<file path="src/rtl/imem_loader_pkg.sv">
// Shared constants, state encoding and frame layout for the instruction-memory loader.
package imem_loader_pkg;

  localparam int unsigned N_NODES = 16;
  localparam int unsigned SIZE    = 128;
  localparam int unsigned ADDR_W  = 7;
  localparam int unsigned CNT_W   = ADDR_W + 1;

  localparam logic [7:0] SYNC_BYTE = 8'hA5;
  localparam logic [7:0] BCAST_ID  = 8'hFF;

  typedef enum logic [2:0] {
    ST_IDLE   = 3'd0,
    ST_NODE   = 3'd1,
    ST_CNT_LO = 3'd2,
    ST_CNT_HI = 3'd3,
    ST_DATA   = 3'd4,
    ST_WRITE  = 3'd5,
    ST_CSUM   = 3'd6
  } state_e;

  // Byte order of a frame on the host link; payload is CNT*4 bytes, LSB first per word.
  typedef enum logic [2:0] {
    FLD_SYNC    = 3'd0,
    FLD_NODE    = 3'd1,
    FLD_CNT_LO  = 3'd2,
    FLD_CNT_HI  = 3'd3,
    FLD_PAYLOAD = 3'd4,
    FLD_CSUM    = 3'd5
  } frame_field_e;

endpackage

</file>
<file path="src/rtl/imem_loader_if.sv">
// Host byte stream in, memory write bus and core hold controls out.
interface imem_loader_if;
  import imem_loader_pkg::*;

  logic                in_valid;
  logic [7:0]          in_data;
  logic                in_ready;
  logic [N_NODES-1:0]  wr_en;
  logic [ADDR_W-1:0]   wr_addr;
  logic [31:0]         wr_data;
  logic [N_NODES-1:0]  core_hold;
  logic                busy;
  logic                err;

  modport master (
    output in_valid, in_data,
    input  in_ready, wr_en, wr_addr, wr_data, core_hold, busy, err
  );

  modport slave (
    input  in_valid, in_data,
    output in_ready, wr_en, wr_addr, wr_data, core_hold, busy, err
  );
endinterface

</file>
<file path="src/rtl/imem_loader_word_asm.sv">
// Little-endian byte-to-word assembler with lane index and running XOR checksum.
module imem_loader_word_asm (
  input  logic        clk,
  input  logic        rst,
  input  logic        i_clr,
  input  logic        i_en,
  input  logic [7:0]  i_byte,
  output logic [31:0] o_word,
  output logic [7:0]  o_xor,
  output logic        o_word_done_c
);

  logic [1:0]  r_idx;
  logic [31:0] r_word;
  logic [7:0]  r_xor;

  // The word itself is not cleared at frame start so the write bus keeps its last value.
  always_ff @(posedge clk or posedge rst) begin
    if (rst) begin
      r_idx  <= 2'd0;
      r_word <= 32'd0;
      r_xor  <= 8'd0;
    end else if (i_clr) begin
      r_idx <= 2'd0;
      r_xor <= 8'd0;
    end else if (i_en) begin
      r_word[{r_idx, 3'b000} +: 8] <= i_byte;
      r_xor                        <= r_xor ^ i_byte;
      r_idx                        <= r_idx + 2'd1;
    end
  end

  assign o_word        = r_word;
  assign o_xor         = r_xor;
  assign o_word_done_c = i_en && (r_idx == 2'd3);

endmodule

</file>
<file path="src/rtl/imem_loader.sv">
// Frame parser that programs per-node instruction memories and holds cores in reset meanwhile.
module imem_loader
  import imem_loader_pkg::*;
(
  input  logic          clk,
  input  logic          rst,
  imem_loader_if.slave  io
);

  state_e              r_state;
  logic                r_in_ready;
  logic                r_busy;
  logic                r_err;
  logic [N_NODES-1:0]  r_wr_en;
  logic [ADDR_W-1:0]   r_wr_addr;
  logic [N_NODES-1:0]  r_core_hold;
  logic [N_NODES-1:0]  r_mask;
  logic [N_NODES-1:0]  r_new_hold;
  logic [7:0]          r_cnt_lo;
  logic [CNT_W-1:0]    r_count;
  logic [CNT_W-1:0]    r_word_cnt;

  logic                w_accept;
  logic                w_node_ok;
  logic [N_NODES-1:0]  w_sel_mask;
  logic [15:0]         w_count;
  logic                w_count_bad;
  logic                w_asm_clr;
  logic                w_asm_en;
  logic [31:0]         w_word;
  logic [7:0]          w_xor;
  logic                w_word_done;

  assign w_accept    = io.in_valid && r_in_ready;
  assign w_node_ok   = (32'(io.in_data) < N_NODES) || (io.in_data == BCAST_ID);
  assign w_sel_mask  = (io.in_data == BCAST_ID) ? '1 : (N_NODES'(1) << io.in_data);
  assign w_count     = {io.in_data, r_cnt_lo};
  assign w_count_bad = (w_count == 16'd0) || (w_count > 16'(SIZE));
  assign w_asm_clr   = w_accept && (r_state == ST_CNT_HI);
  assign w_asm_en    = w_accept && (r_state == ST_DATA);

  imem_loader_word_asm u_word_asm (
    .clk           (clk),
    .rst           (rst),
    .i_clr         (w_asm_clr),
    .i_en          (w_asm_en),
    .i_byte        (io.in_data),
    .o_word        (w_word),
    .o_xor         (w_xor),
    .o_word_done_c (w_word_done)
  );

  always_ff @(posedge clk or posedge rst) begin
    if (rst) begin
      r_state     <= ST_IDLE;
      r_in_ready  <= 1'b1;
      r_busy      <= 1'b0;
      r_err       <= 1'b0;
      r_wr_en     <= '0;
      r_wr_addr   <= '0;
      r_core_hold <= '0;
      r_mask      <= '0;
      r_new_hold  <= '0;
      r_cnt_lo    <= 8'd0;
      r_count     <= '0;
      r_word_cnt  <= '0;
    end else begin
      r_wr_en <= '0;
      case (r_state)
        ST_IDLE: if (w_accept && io.in_data == SYNC_BYTE) begin
          r_state <= ST_NODE;
          r_busy  <= 1'b1;
          r_err   <= 1'b0;
        end
        ST_NODE: if (w_accept) begin
          if (w_node_ok) begin
            r_mask      <= w_sel_mask;
            r_new_hold  <= w_sel_mask & ~r_core_hold;
            r_core_hold <= r_core_hold | w_sel_mask;
            r_state     <= ST_CNT_LO;
          end else begin
            r_err   <= 1'b1;
            r_busy  <= 1'b0;
            r_state <= ST_IDLE;
          end
        end
        ST_CNT_LO: if (w_accept) begin
          r_cnt_lo <= io.in_data;
          r_state  <= ST_CNT_HI;
        end
        // Only holds raised by this frame are dropped; earlier bad-checksum holds persist.
        ST_CNT_HI: if (w_accept) begin
          if (w_count_bad) begin
            r_err       <= 1'b1;
            r_core_hold <= r_core_hold & ~r_new_hold;
            r_busy      <= 1'b0;
            r_state     <= ST_IDLE;
          end else begin
            r_count    <= CNT_W'(w_count);
            r_word_cnt <= '0;
            r_state    <= ST_DATA;
          end
        end
        ST_DATA: if (w_word_done) begin
          r_wr_en    <= r_mask;
          r_wr_addr  <= r_word_cnt[ADDR_W-1:0];
          r_in_ready <= 1'b0;
          r_state    <= ST_WRITE;
        end
        ST_WRITE: begin
          r_in_ready <= 1'b1;
          r_word_cnt <= r_word_cnt + CNT_W'(1);
          r_state    <= (r_word_cnt + CNT_W'(1) == r_count) ? ST_CSUM : ST_DATA;
        end
        ST_CSUM: if (w_accept) begin
          if (io.in_data == w_xor) r_core_hold <= r_core_hold & ~r_mask;
          else                     r_err       <= 1'b1;
          r_busy  <= 1'b0;
          r_state <= ST_IDLE;
        end
        default: begin
          r_state    <= ST_IDLE;
          r_busy     <= 1'b0;
          r_in_ready <= 1'b1;
        end
      endcase
    end
  end

  assign io.in_ready  = r_in_ready;
  assign io.wr_en     = r_wr_en;
  assign io.wr_addr   = r_wr_addr;
  assign io.wr_data   = w_word;
  assign io.core_hold = r_core_hold;
  assign io.busy      = r_busy;
  assign io.err       = r_err;

endmodule

</file>
<file path="src/flat_wrapper.sv">
// flat-port wrapper written by rule: the top's interface ports become plain ports
module imem_loader_flat import imem_loader_pkg::*;
  (clk, rst, io_in_valid, io_in_data, io_in_ready, io_wr_en, io_wr_addr, io_wr_data, io_core_hold, io_busy, io_err);
  imem_loader_if io_i ();
  input  logic clk;
  input  logic rst;
  input wire logic [$bits(io_i.in_valid)-1:0] io_in_valid;
  input wire logic [$bits(io_i.in_data)-1:0] io_in_data;
  output wire logic [$bits(io_i.in_ready)-1:0] io_in_ready;
  output wire logic [$bits(io_i.wr_en)-1:0] io_wr_en;
  output wire logic [$bits(io_i.wr_addr)-1:0] io_wr_addr;
  output wire logic [$bits(io_i.wr_data)-1:0] io_wr_data;
  output wire logic [$bits(io_i.core_hold)-1:0] io_core_hold;
  output wire logic [$bits(io_i.busy)-1:0] io_busy;
  output wire logic [$bits(io_i.err)-1:0] io_err;
  assign io_i.in_valid = io_in_valid;
  assign io_i.in_data = io_in_data;
  assign io_in_ready = io_i.in_ready;
  assign io_wr_en = io_i.wr_en;
  assign io_wr_addr = io_i.wr_addr;
  assign io_wr_data = io_i.wr_data;
  assign io_core_hold = io_i.core_hold;
  assign io_busy = io_i.busy;
  assign io_err = io_i.err;
  imem_loader u_core (.clk(clk), .rst(rst), .io(io_i));
endmodule
</file>
<file path="config.mk">
export PLATFORM = sky130hd
export DESIGN_NAME = imem_loader_flat
export DESIGN_NICKNAME = d
export VERILOG_FILES = /design/src/rtl/imem_loader_pkg.sv /design/src/rtl/imem_loader_if.sv /design/src/rtl/imem_loader_word_asm.sv /design/src/rtl/imem_loader.sv /design/src/flat_wrapper.sv
export SDC_FILE = /design/constraint.sdc
export NUM_CORES = 1
export LEC_CHECK = 0
export ABC_AREA = 0
export CORE_MARGIN = 1.5
export CORE_UTILIZATION = 55
export CTS_CLUSTER_DIAMETER = 100
export DETAILED_ROUTE_END_ITERATION = 10
export GPL_TIMING_DRIVEN = 0
export PLACE_DENSITY = 0.77
export SKIP_CTS_REPAIR_TIMING = 1
export SLEW_MARGIN = 0
export SYNTH_ARGS = -nofsm -noshare
export SYNTH_HDL_FRONTEND = slang
export SYNTH_SLANG_ARGS = --single-unit
</file>
<file path="constraint.sdc">
create_clock -name clk -period 7.8 [get_ports clk]
set_clock_uncertainty 0.1 [all_clocks]
set_input_delay 1.56 -clock clk [delete_from_list [all_inputs] [get_ports clk]]
set_output_delay 1.56 -clock clk [all_outputs]
set_load 0.01 [all_outputs]
</file>
==> key figures <==
Timing
  – RSZ-0062 raised after global routing: no
  – Tcrit/Tclk final: 0.478
  – Final setup viols: 0
  – Worst setup margin: 4.07 ns
  – Final min period: 3.73 ns
  – Min Hold Slack: 0.375 ns
  – Slew headroom: 0.394
  – Setup TNS: 0 ns
  – Worst slew pin tran: 0.907 ns
  – Max Freq: 268 MHz
  – Final hold vios: 0
  – Slew Limit Fails: 0

Layout
  – Final Core Density: 0.706
  – Filler-free cell count of the finished design: 917
  – # fillers: 872
  – Antenna Cells: 0
  – Share of cells above drive strength 1: 0.122
  – Area delta synth->final: 25.5%
  – Final nets: 774

Power
  – Pwr/cell area: 202 nW/µm²
  – VDD IR max: 0.153 mV
  – Static Leak: 0.00374 µW

GRT
  – First-pass GRT wire length: 27700 µm
  – Initial antenna violation count: 0
  – Largest net degree at the start of global routing: 82
  – Tot GR Track Use: 0.279
  – Grt ovf: 0
  – Vias in the first global route: 5425

Placed design
  – Number of port buffers: 83
  – GP Congestion: 0.903
  – DP Wirelength: 11300 µm
  – Setup WS pre-CTS: 3.74 ns
  – Cells after DPL: 885

Logic synthesis
  – Syn Area/Cell: 10.3 µm²
  – Synth Flop Type: dfrtp_1
  – Fraction of registers with async set/reset: 1.00
  – Yosys top cell by area: dfrtp_1
  – Post-Synthesis Cells: 654
  – Flops & latches, synth: 143
  – Post-synthesis sequential area ratio: 0.532
  – Synth cell count leaders: dfrtp_1 (142), nand2_1 (123), o21ai_0 (68)
  – Syn. warnings: 0
  – Post-synth net total: 671
  – Library cells used by synthesis: 60
  – Post-synth EDFFs: 0
  – Count leader, synth: dfrtp_1
  – Synth Cell Area: 6730 µm²
  – Synth top area cells: dfrtp_1 (53%), nand2_1 (6.9%), o21ai_0 (5.1%), o31ai_1 (3.7%), mux2_2 (3.7%)
  – Post-synth top area share: 0.528

Clocking
  – Worst skew pair latency: 0.43 ns
  – Clock tree buffer depth: 2
  – H-tree depth: 4
  – Clk sinks: 143
  – CTS clk-pin slew, worst paths: 0.06 ns
  – CTS root buf: clkbuf_16
  – TritonCTS buffer count: 17
  – CTS tree: yes

Routing
  – Routed len/inst: 18.6 µm
  – Via count: 5569
  – Remaining DRCs: 0
  – DRT Pass-1 Iters: 6
  – Antenna Nets Post-Route: 0
  – Initial DRC Count: 485
  – Number of vias per cell: 6.07
  – Post-Route WL: 17100 µm

Critical path
  – Crit. End Element: register
  – Reg2Reg Depth: 6
  – Worst R2R Start: u_core.r_state[0]
  – CP Cell Sequence: clkdlybuf4s50_1 -> buf_2 -> nand3_2 -> o31ai_4 -> nand4_1 -> clkbuf_1 -> nand2_1 -> o21ai_0
  – Critical path launch point: io_in_data[5]
  – FF-to-FF End: u_core.io.core_hold[3]
  – Crit-path max FO: 10
  – Flop2flop setup slack: 5.36 ns
  – Startpoint types: primary input
  – Kind of critical path: primary input to register
  – Critical path arrival: 3.90 ns
  – Req. time, crit path: 7.97 ns
  – Max incr delay on CP: 0.48 ns
  – Critical path's slowest cell: clkdlybuf4s50_1

Floorplanning
  – Die height: 114 µm
  – Core Area: 12000 µm²
  – Top-level port count: 85
  – Row cnt: 40
  – Die footprint: 12900 µm²
  – Initial Utilization: 0.562
  – Width of the die: 114 µm

Hold path
  – Worst hold endpoint: u_core.r_new_hold[4]
  – Hold_sp: u_core.r_new_hold[4]
  – Min-delay worst type: register to register
  – Hold Path Stages: 2

Job
  – Max-Cap Viols: 0

Status
  – Outcome: finished, final reports clean
-- metrics by stage --
step	total power (µW)	instance area, µm²
floorplan	780	6730
global placement	796	7740
detailed placement	798	7770
CTS	1710	8440
global route	1750	8440
finish	1700	8440
-- worst max path at each step --
stage	to	slack, ns	cells after the start
after CTS	u_core.r_mask[14]	4.12	8
after floorplan	u_core.io.busy	2.30	1
after detailed placement	u_core.r_new_hold[2]	3.74	7
after global placement	u_core.r_word_cnt[2]	0.56	2
final	u_core.r_mask[14]	4.07	8
after global routing	u_core.r_mask[14]	4.04	8
-- layer usage --
metal	wire, µm	track usage	share of wire	up-vias
met5	0	0	0	-
met2	8530	0.453	0.50	207
met4	406	0.131	0.024	0
met1	7280	0.368	0.43	2783
li1	-	-	-	2548
met3	868	0.0484	0.051	31
-- layout by cell type, fill, tap and decap left out, types with 5 or more instances in the layout --
master / synthesis / layout
dfrtp_1: 142 / 142
nand2_1: 123 / 123
clkdlybuf4s50_1: 0 / 83
o21ai_0: 68 / 68
o31ai_1: 33 / 33
clkbuf_1: 22 / 23
and3_1: 22 / 22
mux2_2: 22 / 22
nor2_1: 18 / 18
nor4_1: 18 / 18
a21oi_1: 18 / 18
buf_2: 17 / 17
mux2i_1: 17 / 17
clkbuf_16: 0 / 17
xor2_1: 15 / 15
a2bb2oi_1: 15 / 15
nor3_1: 9 / 9
a31oi_1: 7 / 7
inv_1: 7 / 6
nand3_1: 6 / 6
ha_1: 6 / 6
bufinv_16: 0 / 6
nand3b_1: 5 / 5
clkinv_2: 0 / 5
-- area by class of cell --
type | count | area, µm² | area share
clock inverters | 12 | 213 | 0.0252
plain buffers | 44 | 201 | 0.0239
well taps | 147 | 184 | 0.0218
inverters | 7 | 31.3 | 0.00371
clock buffers | 20 | 457 | 0.0541
flip-flops and latches | 143 | 3580 | 0.424
repair buffers | 84 | 858 | 0.102
multi-input cells | 460 | 2920 | 0.346
-- power by group --
group | internal (µW) | switching [µW] | leakage, µW | total, µW
registers | 742 | 0.0140 | 0.00193 | 742
clock network | 613 | 305 | 0.000330 | 918
logic | 10.7 | 31.5 | 0.00148 | 42.2
total | 1370 | 336 | 0.00374 | 1700
-- sequential cells by signal (all words and copies together), names as in the netlist --
register	count
u_core.r_count	8
u_core.r_state	3
u_core.r_word_cnt	8
u_core.r_cnt_lo	8
u_core.r_mask	16
u_core.io.wr_addr	7
u_core.u_word_asm.o_xor	8
u_core.u_word_asm.o_word	32
u_core.u_word_asm.r_idx	2
u_core.io.busy	1
u_core.io.in_ready	1
u_core.r_new_hold	16
u_core.io.wr_en	16
u_core.io.core_hold	16
u_core.io.err	1
-- cells by family after synthesis --
group                    after synthesis  share of synthesized area
AO/OA/AOI/OAI                        165                      0.163
AND/OR/NAND/NOR                      230                      0.169
flip-flops                           143                      0.532
adder cells (fa/ha/maj)                6                     0.0112
XOR/XNOR                              20                     0.0283
buffers and inverters                 51                     0.0339
multiplexers                          39                     0.0621
-- worst max-delay path, delay by kind of cell --
| kind | cells | cell delay [ns] |
|---|---|---|
| AND/OR/NAND/NOR | 3 | 0.70 |
| buffers and inverters | 3 | 1.16 |
| AO/OA/AOI/OAI | 2 | 0.46 |
No activity file was read; power rests on OpenSTA's default activity.
